**src/rtl/chan_sel_pkg.sv**
```systemverilog
// chan_sel_pkg
// Shared constants for the channel-select pipeline: the mode encodings,
// the handshake-counter width and a helper that derives the select width
// from the channel count.
// Optional feature macro used by the design: CHAN_SEL_PIPE_CNT_EN
package chan_sel_pkg;

    localparam logic MODE_FIXED = 1'b0;
    localparam logic MODE_RR    = 1'b1;

    localparam int CNT_W = 16;

    // Select/index width: max(1, clog2(n)).
    function automatic int sel_width(input int n);
        return (n > 1) ? $clog2(n) : 1;
    endfunction

endpackage

```
**src/rtl/chan_sel_pipe_rr_arbiter.sv**
```systemverilog
// rr_arbiter
// Round-robin request search with a rotating start pointer. The grant is
// the first requesting channel at or above the pointer, wrapping from
// N-1 to 0. On advance the pointer moves to the channel after the grant.
// Ports:
//   clk_i     : clock
//   rst_n_i   : synchronous active-low reset (pointer back to 0)
//   req       : per-channel request vector
//   advance   : a transfer on the current grant happened this cycle
//   grant     : granted channel index (valid when grant_vld)
//   grant_vld : at least one request is present
module rr_arbiter
    import chan_sel_pkg::*;
#(
    parameter  int N  = 4,
    localparam int SW = sel_width(N)
) (
    input  logic          clk_i,
    input  logic          rst_n_i,
    input  logic [N-1:0]  req,
    input  logic          advance,
    output logic [SW-1:0] grant,
    output logic          grant_vld
);

    logic [SW-1:0] ptr_q;
    logic [SW-1:0] ptr_d;

    always_comb begin
        int idx;
        idx       = 0;
        grant     = '0;
        grant_vld = 1'b0;
        for (int i = 0; i < N; i++) begin
            idx = int'(ptr_q) + i;
            if (idx >= N) begin
                idx = idx - N;
            end
            if (!grant_vld && req[idx]) begin
                grant_vld = 1'b1;
                grant     = SW'(idx);
            end
        end
    end

    always_comb begin
        ptr_d = ptr_q;
        if (advance) begin
            if (int'(grant) == N - 1) begin
                ptr_d = '0;
            end else begin
                ptr_d = grant + SW'(1);
            end
        end
    end

    always_ff @(posedge clk_i) begin
        if (!rst_n_i) begin
            ptr_q <= '0;
        end else begin
            ptr_q <= ptr_d;
        end
    end

endmodule

```
**src/rtl/chan_sel_pipe.sv**
```systemverilog
// chan_sel_pipe
// N-to-1 channel selector with a single registered output slot. The
// source channel is either fixed by sel_i or picked round-robin among the
// valid channels. Selected data and its channel index are registered with
// latency 1 and a valid/ready handshake downstream.
// Ports:
//   clk_i      : clock, all state on rising edge
//   rst_n_i    : synchronous active-low reset
//   data_i     : N*W channel data, channel c at [c*W +: W]
//   valid_i    : per-channel valid
//   ready_o    : per-channel ready, combinational, one-hot or zero
//   sel_i      : fixed-mode channel select
//   mode_i     : MODE_FIXED / MODE_RR
//   data_o     : registered selected data
//   src_o      : registered source channel index
//   valid_o    : registered output valid
//   ready_i    : downstream ready
//   xfer_cnt_o : downstream handshake count (only with CHAN_SEL_PIPE_CNT_EN)
// Optional feature macro: CHAN_SEL_PIPE_CNT_EN
module chan_sel_pipe
    import chan_sel_pkg::*;
#(
    parameter  int W  = 8,
    parameter  int N  = 4,
    localparam int SW = sel_width(N)
) (
    input  logic           clk_i,
    input  logic           rst_n_i,
    input  logic [N*W-1:0] data_i,
    input  logic [N-1:0]   valid_i,
    output logic [N-1:0]   ready_o,
    input  logic [SW-1:0]  sel_i,
    input  logic           mode_i,
    output logic [W-1:0]   data_o,
    output logic [SW-1:0]  src_o,
    output logic           valid_o,
    input  logic           ready_i
`ifdef CHAN_SEL_PIPE_CNT_EN
    ,
    output logic [CNT_W-1:0] xfer_cnt_o
`endif
);

    localparam int NP = 1 << SW;

    logic [W-1:0]  data_q,  data_d;
    logic [SW-1:0] src_q,   src_d;
    logic          valid_q, valid_d;

    logic          load_en;
    logic          fixed_vld;
    logic [SW-1:0] rr_grant;
    logic          rr_grant_vld;
    logic [SW-1:0] grant;
    logic          grant_vld;
    logic          xfer;
    logic          rr_advance;

    // Padded to a power of two so any select value indexes a real entry;
    // entries at or above N read as zero and are never transferred.
    logic [W-1:0]  ch_data [NP];

    for (genvar c = 0; c < NP; c++) begin : g_ch
        if (c < N) begin : g_real
            assign ch_data[c] = data_i[c*W +: W];
        end else begin : g_pad
            assign ch_data[c] = '0;
        end
    end

    rr_arbiter #(
        .N (N)
    ) u_rr_arbiter (
        .clk_i     (clk_i),
        .rst_n_i   (rst_n_i),
        .req       (valid_i),
        .advance   (rr_advance),
        .grant     (rr_grant),
        .grant_vld (rr_grant_vld)
    );

    assign load_en   = !valid_q || ready_i;
    assign fixed_vld = (int'(sel_i) < N);

    always_comb begin
        if (mode_i == MODE_RR) begin
            grant     = rr_grant;
            grant_vld = rr_grant_vld;
        end else begin
            grant     = sel_i;
            grant_vld = fixed_vld;
        end
    end

    // Reset is folded in so ready_o stays low for the whole reset window,
    // not just after the first sampling edge.
    always_comb begin
        ready_o = '0;
        for (int c = 0; c < N; c++) begin
            ready_o[c] = rst_n_i && load_en && grant_vld && (int'(grant) == c);
        end
    end

    assign xfer       = |(ready_o & valid_i);
    assign rr_advance = xfer && (mode_i == MODE_RR);

    always_comb begin
        data_d  = data_q;
        src_d   = src_q;
        valid_d = valid_q;
        if (xfer) begin
            data_d  = ch_data[grant];
            src_d   = grant;
            valid_d = 1'b1;
        end else if (ready_i) begin
            // Slot drained with nothing to refill it; data/src keep last value.
            valid_d = 1'b0;
        end
    end

    always_ff @(posedge clk_i) begin
        if (!rst_n_i) begin
            data_q  <= '0;
            src_q   <= '0;
            valid_q <= 1'b0;
        end else begin
            data_q  <= data_d;
            src_q   <= src_d;
            valid_q <= valid_d;
        end
    end

    assign data_o  = data_q;
    assign src_o   = src_q;
    assign valid_o = valid_q;

`ifdef CHAN_SEL_PIPE_CNT_EN
    logic [CNT_W-1:0] cnt_q, cnt_d;

    always_comb begin
        cnt_d = cnt_q;
        if (valid_q && ready_i) begin
            cnt_d = cnt_q + CNT_W'(1);
        end
    end

    always_ff @(posedge clk_i) begin
        if (!rst_n_i) begin
            cnt_q <= '0;
        end else begin
            cnt_q <= cnt_d;
        end
    end

    assign xfer_cnt_o = cnt_q;
`else
    // Handshake counter not built.
`endif

endmodule

```
**config.mk**
```make
export PLATFORM = sky130hd
export DESIGN_NAME = chan_sel_pipe
export DESIGN_NICKNAME = d
export VERILOG_FILES = /design/src/rtl/chan_sel_pkg.sv /design/src/rtl/chan_sel_pipe_rr_arbiter.sv /design/src/rtl/chan_sel_pipe.sv
export SDC_FILE = /design/constraint.sdc
export NUM_CORES = 1
export LEC_CHECK = 0
export ABC_AREA = 1
export CAP_MARGIN = 20
export CORE_MARGIN = 2
export CORE_UTILIZATION = 25
export CTS_BUF_LIST = sky130_fd_sc_hd__clkbuf_2 sky130_fd_sc_hd__clkbuf_4 sky130_fd_sc_hd__clkbuf_8
export CTS_CLUSTER_SIZE = 24
export DETAILED_ROUTE_END_ITERATION = 8
export GPL_ROUTABILITY_DRIVEN = 0
export SYNTH_ARGS = -nofsm -noshare
export SYNTH_HDL_FRONTEND = slang
export SYNTH_SLANG_ARGS = --single-unit
```
**constraint.sdc**
```tcl
create_clock -name clk_i -period 3.5 [get_ports clk_i]
set_input_delay 1.05 -clock clk_i [delete_from_list [all_inputs] [get_ports clk_i]]
set_output_delay 1.05 -clock clk_i [all_outputs]
set_load 0.01 [all_outputs]
```
==> impl_metrics.toml, run 1 <==
[worst_hold_path]
worstHoldStart = "src_o[1]"
hold_path_class = "register to register"
min_to = "src_o[1]"
whs_path_depth = 2

[power_and_ir_drop]
p_total_mw = 0.712
p_per_area_nw_per_um2 = 363
p_leak_nw = 0.864
max-vdd-ir-drop_mv = 0.127

[die]
dieArea_um2 = 5200
io_pins = 57
die_x_um = 72.1
row_count = 24
core_area_um2 = 4410
chipHeight_um = 72.1
initial_core_util_pct = 26.3

[finish]
drive_gt1_share_pct = 30.4
multi_input_area_um2 = 866
diodes = 0
area_growth_pct = 68.9
seq_area_um2 = 260
finalNonFillerCells = 322
nNetsFinal = 313
final_core_util_pct = 44.4
fillers = 456
fin_area_um2 = 1960

[logic_synthesis]
async_flop_share_pct = 0
yosys.area.top_type_share_pct = 25.6
synth_seq_cells = 13
yosys-top-cells-count = "nand2_1, nand3_1, nand4_1"
ys_seq_area_share_pct = 22.4
synth_edf_count = 0
avgSynthCellArea_um2 = 5.89
yosys_warnings = 0
ys.flop_type = "dfxtp_1"
yosysUniqueCellTypes = 22
yosys-top-cells-area = "nand2_1, dfxtp_1, nand4_1, nand3_1, nand2_2"
syn_inst = 197
syn-num-nets = 239
synthesis.area_um2 = 1160
yosysTopAreaCell = "nand2_1"
synth_most_common_cell = "nand2_1"

[timing]
rsz0062_at_grt = "no"
finalSetupViolations = 0
slew_viol_final = 0
final.period_utilization_pct = 95.9
fin_setup_tns_ns = 0
fmax_ghz = 0.298
layout_setup_ws_ns = 0.142
fin_crit_ns = 3.36
worst_pin_slew_ns = 0.361
finalClockSkew_ns = 0.00212
hold_ws_ns = 0.462
relSlewSlack_pct = 75.9
finalHoldViolations = 0

[placement]
placed_area_um2 = 1860
dpl.hpwl_um = 2980
post-place-ws_ns = -0.660
port_buffers = 56
place_inst = 315

[global_routing]
gr-total-overflow = 0
grt_pass1_vias = 1389
antenna_found_initial = 0
grt_max_degree = 13
grt_use_total_pct = 14.4
grt_pass1_wl_um = 6150

[status]
outcome = "finished, final reports clean"

[setup_path]
worstPathBufferInverterCount = 3
reg2reg_depth = 18
worstPathRequired_ns = 2.45
crit_fanout = 6
crit_chain = "clkdlybuf4s50_1 > buf_4 > or2_2 > nand2_4 > nor3_2 > buf_2"
critical_path.top_delay_family = "buffers and inverters"
reg2reg_to = "u_rr_arbiter.ptr_q[0]"
rr_startpoint = "u_rr_arbiter.ptr_q[0]"
crit_arrival_ns = 2.31
setup.worst_path.class = "primary input to output pin"
crit_path_start_kind = "primary input"
setup.worst_path.end_class = "output pin"
crit_path_max_incr_delay_ns = 0.51
crit_slowest_cell = "clkdlybuf4s50_1"
r2r_slack_ns = 0.98

[cts]
insertion_delay_ns = 0.23
clk_path_buf_depth = 2
cts_max_level = 1
cts_buffers = 3
cts_tree = "done"
cts_root_buffer = "clkbuf_8"
cts_hold_repair.buffers = 0
cts.clk_slew.worst_paths_ns = 0.05
cts.sinks = 13

[route]
vias = 1478
ant_nets = 0
vias_per_cell = 4.59
post_drt_wl_per_cell_um = 11.7
drc_errors = 0
first_pass_iters = 4
finalWirelength_um = 3770
drt_first_iter_violations = 59

[run]
maxCapViolations = 0
-- placed cells by master, fill, tap and decap left out, drive strengths merged --
cell,n
o21ai,2
clkbuf,8
xor2,1
nand4,14
inv,14
or2,2
and2,1
nor3,4
dfxtp,13
nand2,93
clkinv,1
nand3,19
a21oi,11
buf,23
nor2,16
clkdlybuf4s50,48
-- metal layers --
layer / share of wire [%] / vias to the layer above / global-route usage [%] / wire, um
met3: 4.3 / 2 / 1.67 / 162
met1: 47 / 655 / 21.4 / 1790
li1: - / 782 / - / -
met5: 0 / - / 0 / 0
met2: 48 / 39 / 21.9 / 1800
met4: 0.61 / 0 / 3.56 / 23
-- flip-flops by register name, indices dropped and copies added, names as in the netlist --
register            cells
data_o                  8
valid_o                 1
src_o                   2
u_rr_arbiter.ptr_q      2
-- worst reg2reg max path, cell delays in order, from the launching register on --
cell	delay [ns]
dfxtp_1	0.51
buf_4	0.22
nand2_1	0.06
nand2_2	0.11
nand2_1	0.07
nand2_2	0.09
nor2_2	0.05
nor2_2	0.11
nand2_2	0.08
buf_4	0.14
nand3_2	0.05
nand2_2	0.08
buf_4	0.16
nand4_1	0.08
nand2_2	0.09
nor2_4	0.28
nor2_1	0.10
nor2_1	0.10
nor2_1	0.05
-- how the worst max path moves through the flow --
stage               startpoint    endpoint  slack [ns]  depth (start not counted)
finish                  mode_i  ready_o[3]        0.14                          6
detailed placement  valid_i[3]  ready_o[3]       -0.66                         12
floorplan           valid_i[3]  ready_o[1]        0.20                         12
global route        valid_i[1]  ready_o[0]        0.05                         14
global placement    valid_i[3]  ready_o[1]       -0.62                         12
CTS                 valid_i[0]  ready_o[1]       0.005                         14
-- area by class of cell --
cell class	instances	area share (%)
sequential	13	13.3
inverter	15	2.87
multi-input combinational	163	44.2
timing repair buffer	75	33.8
clock buffer	4	2.49
tap	52	3.32
-- logic make-up after synthesis --
logic type / synth area share, %
AOI/OAI and AO/OA: 5.61
xor gates and xnor gates: 0.755
buffers and inverters: 9.06
DFF: 22.4
and+or+nand+nor: 62.1
-- power breakdown --
| group | switching [mW] | total, mW | leakage (nW) | internal (mW) |
|---|---|---|---|---|
| Sequential | 0.0131 | 0.179 | 0.106 | 0.166 |
| Clock | 0.0481 | 0.136 | 0.0262 | 0.0878 |
| Combinational | 0.214 | 0.397 | 0.732 | 0.183 |
| Total | 0.275 | 0.712 | 0.864 | 0.436 |
-- what timing repair did --
item | CTS | global route
gates cloned | 0 | 0
setup endpoints to repair | 4 | 4
endpoints found under the hold margin | 0 | 0
pin swaps | 7 | 9
gates resized for setup | 34 | 18
setup buffers | 2 | 1
(Power assumes the default switching activity.)
==> inputs of run 2 (changes only) <==
- clock period: 3.5 -> 3.3 ns (I/O delays scaled with it)
==> run 2 against run 1 <==
Compared with the run above: setup slack lost 0.083 ns; clock power grew 6%; die area is the same; combinational power grew 15%; register-to-register slack lost 0.14 ns; worst hold slack lost 0.0068 ns; wire length grew 1.9%; total power grew 11%; critical path type unchanged.
==> impl_metrics.toml, run 2 (synthesized netlist as in run 1, its figures left out) <==
[global_routing]
gr-total-overflow = 0
grt_pass1_vias = 1399
busiest_layer = "met2"
grt.met1_usage_pct = 21.1
met2_usage_pct = 22.5
grt_max_degree = 13
antenna_found_initial = 0
grt_pass1_wl_um = 6150
grt_use_total_pct = 14.4
use_met3_pct = 1.39

[power_and_ir_drop]
p_per_area_nw_per_um2 = 387
max-vdd-ir-drop_mv = 0.171
p_leak_nw = 0.917
p_total_mw = 0.791

[die]
chipHeight_um = 72.1
die_x_um = 72.1
dieArea_um2 = 5200
initial_core_util_pct = 26.3
row_count = 24
core_area_um2 = 4410
io_pins = 57

[setup_path]
crit_arrival_ns = 2.25
reg2reg_to = "data_o[2]"
crit_fanout = 6
worstPathRequired_ns = 2.31
reg2reg_depth = 18
setup.worst_path.class = "primary input to output pin"
r2r_slack_ns = 0.84
rr_startpoint = "u_rr_arbiter.ptr_q[0]"
setup.worst_path.end_class = "output pin"
crit_path_start_kind = "primary input"

[timing]
fmax_ghz = 0.309
slew_viol_final = 0
hold_ws_ns = 0.455
finalClockSkew_ns = 0.00103
relSlewSlack_pct = 81.0
finalHoldViolations = 0
fin_crit_ns = 3.24
fin_setup_tns_ns = 0
final.period_utilization_pct = 98.2
worst_pin_slew_ns = 0.285
finalSetupViolations = 0

[cts]
clk_path_buf_depth = 2
cts_tree = "done"
cts.sinks = 13
cts_buffers = 3
cts_max_level = 1
insertion_delay_ns = 0.23
cts_root_buffer = "clkbuf_8"
cts.clk_slew.worst_paths_ns = 0.05

[finish]
layout_commonest_cell = "nand2_1"
fillers = 454
largest_reg_flops = 8
fin_area_um2 = 2040
drive_gt1_share_pct = 32.7
diodes = 0
area_growth_pct = 76.1
nNetsFinal = 321
final_cell_mix = "nand2_1, clkdlybuf4s50_1, buf_4, nand2_2, nand4_1"
final_core_util_pct = 46.3

[placement]
dpl.hpwl_um = 3070
port_buffers = 56
placed_area_um2 = 1930

[route]
vias_per_cell = 4.59
drc_errors = 0
first_pass_iters = 4
post_drt_wl_per_cell_um = 11.6
drt_first_iter_violations = 80
ant_nets = 0
vias = 1515
finalWirelength_um = 3840

[status]
outcome = "finished, final reports clean"

[worst_hold_path]
min_to = "src_o[1]"
whs_path_depth = 2
hold_path_class = "register to register"
worstHoldStart = "src_o[1]"

[run]
maxCapViolations = 0
## run 2: critical path, stage by stage
cell and delay (ns):
clkdlybuf4s50_1 0.51, buf_4 0.19, or2_2 0.29, nand2_4 0.09, nor3_2 0.04, buf_2 0.13
## run 2: metrics by stage
stage                     std cells  worst slack, ns
final                           330           0.0595
after global routing            330          -0.0113
after CTS                       328          0.00330
after detailed placement        323           -0.784
after global placement          323           -0.711
after floorplan                 197            0.116
## run 2: report_power, final
part           internal (mW)  switching [mW]  total [mW]
combinational          0.222           0.237       0.458
sequential             0.176          0.0130       0.189
clock                 0.0931          0.0505       0.144
total                  0.491           0.300       0.791
## run 2: final cells by class
type | instances | area [um^2] | area share, %
repair buffers | 83 | 736 | 36.0
inverters | 15 | 56.3 | 2.76
well taps | 52 | 65.1 | 3.19
clock buffers | 4 | 48.8 | 2.39
multi-input cells | 163 | 876 | 42.9
flip-flops and latches | 13 | 260 | 12.7
## run 2: how the worst max path moves through the flow
| stage | end | slack [ns] | startpoint |
|---|---|---|---|
| after floorplan | ready_o[1] | 0.12 | valid_i[3] |
| after global placement | ready_o[1] | -0.71 | valid_i[3] |
| after detailed placement | ready_o[3] | -0.78 | valid_i[3] |
| after CTS | ready_o[3] | 0.003 | valid_i[2] |
| after global routing | ready_o[3] | -0.01 | valid_i[0] |
| final | ready_o[3] | 0.06 | mode_i |
## run 2: repair_timing
item | 4_1_cts | 5_1_grt
endpoints found under the setup margin | 4 | 4
buffers inserted | 1 | 2
resized for setup | 35 | 22
pin swaps | 2 | 15
hold buffers | 0 | 0
## run 2: per-layer routing
layer / up-vias / wire [um]
met5: - / 0
met3: 6 / 154
met4: 0 / 61
met1: 660 / 1820
li1: 803 / -
met2: 46 / 1810
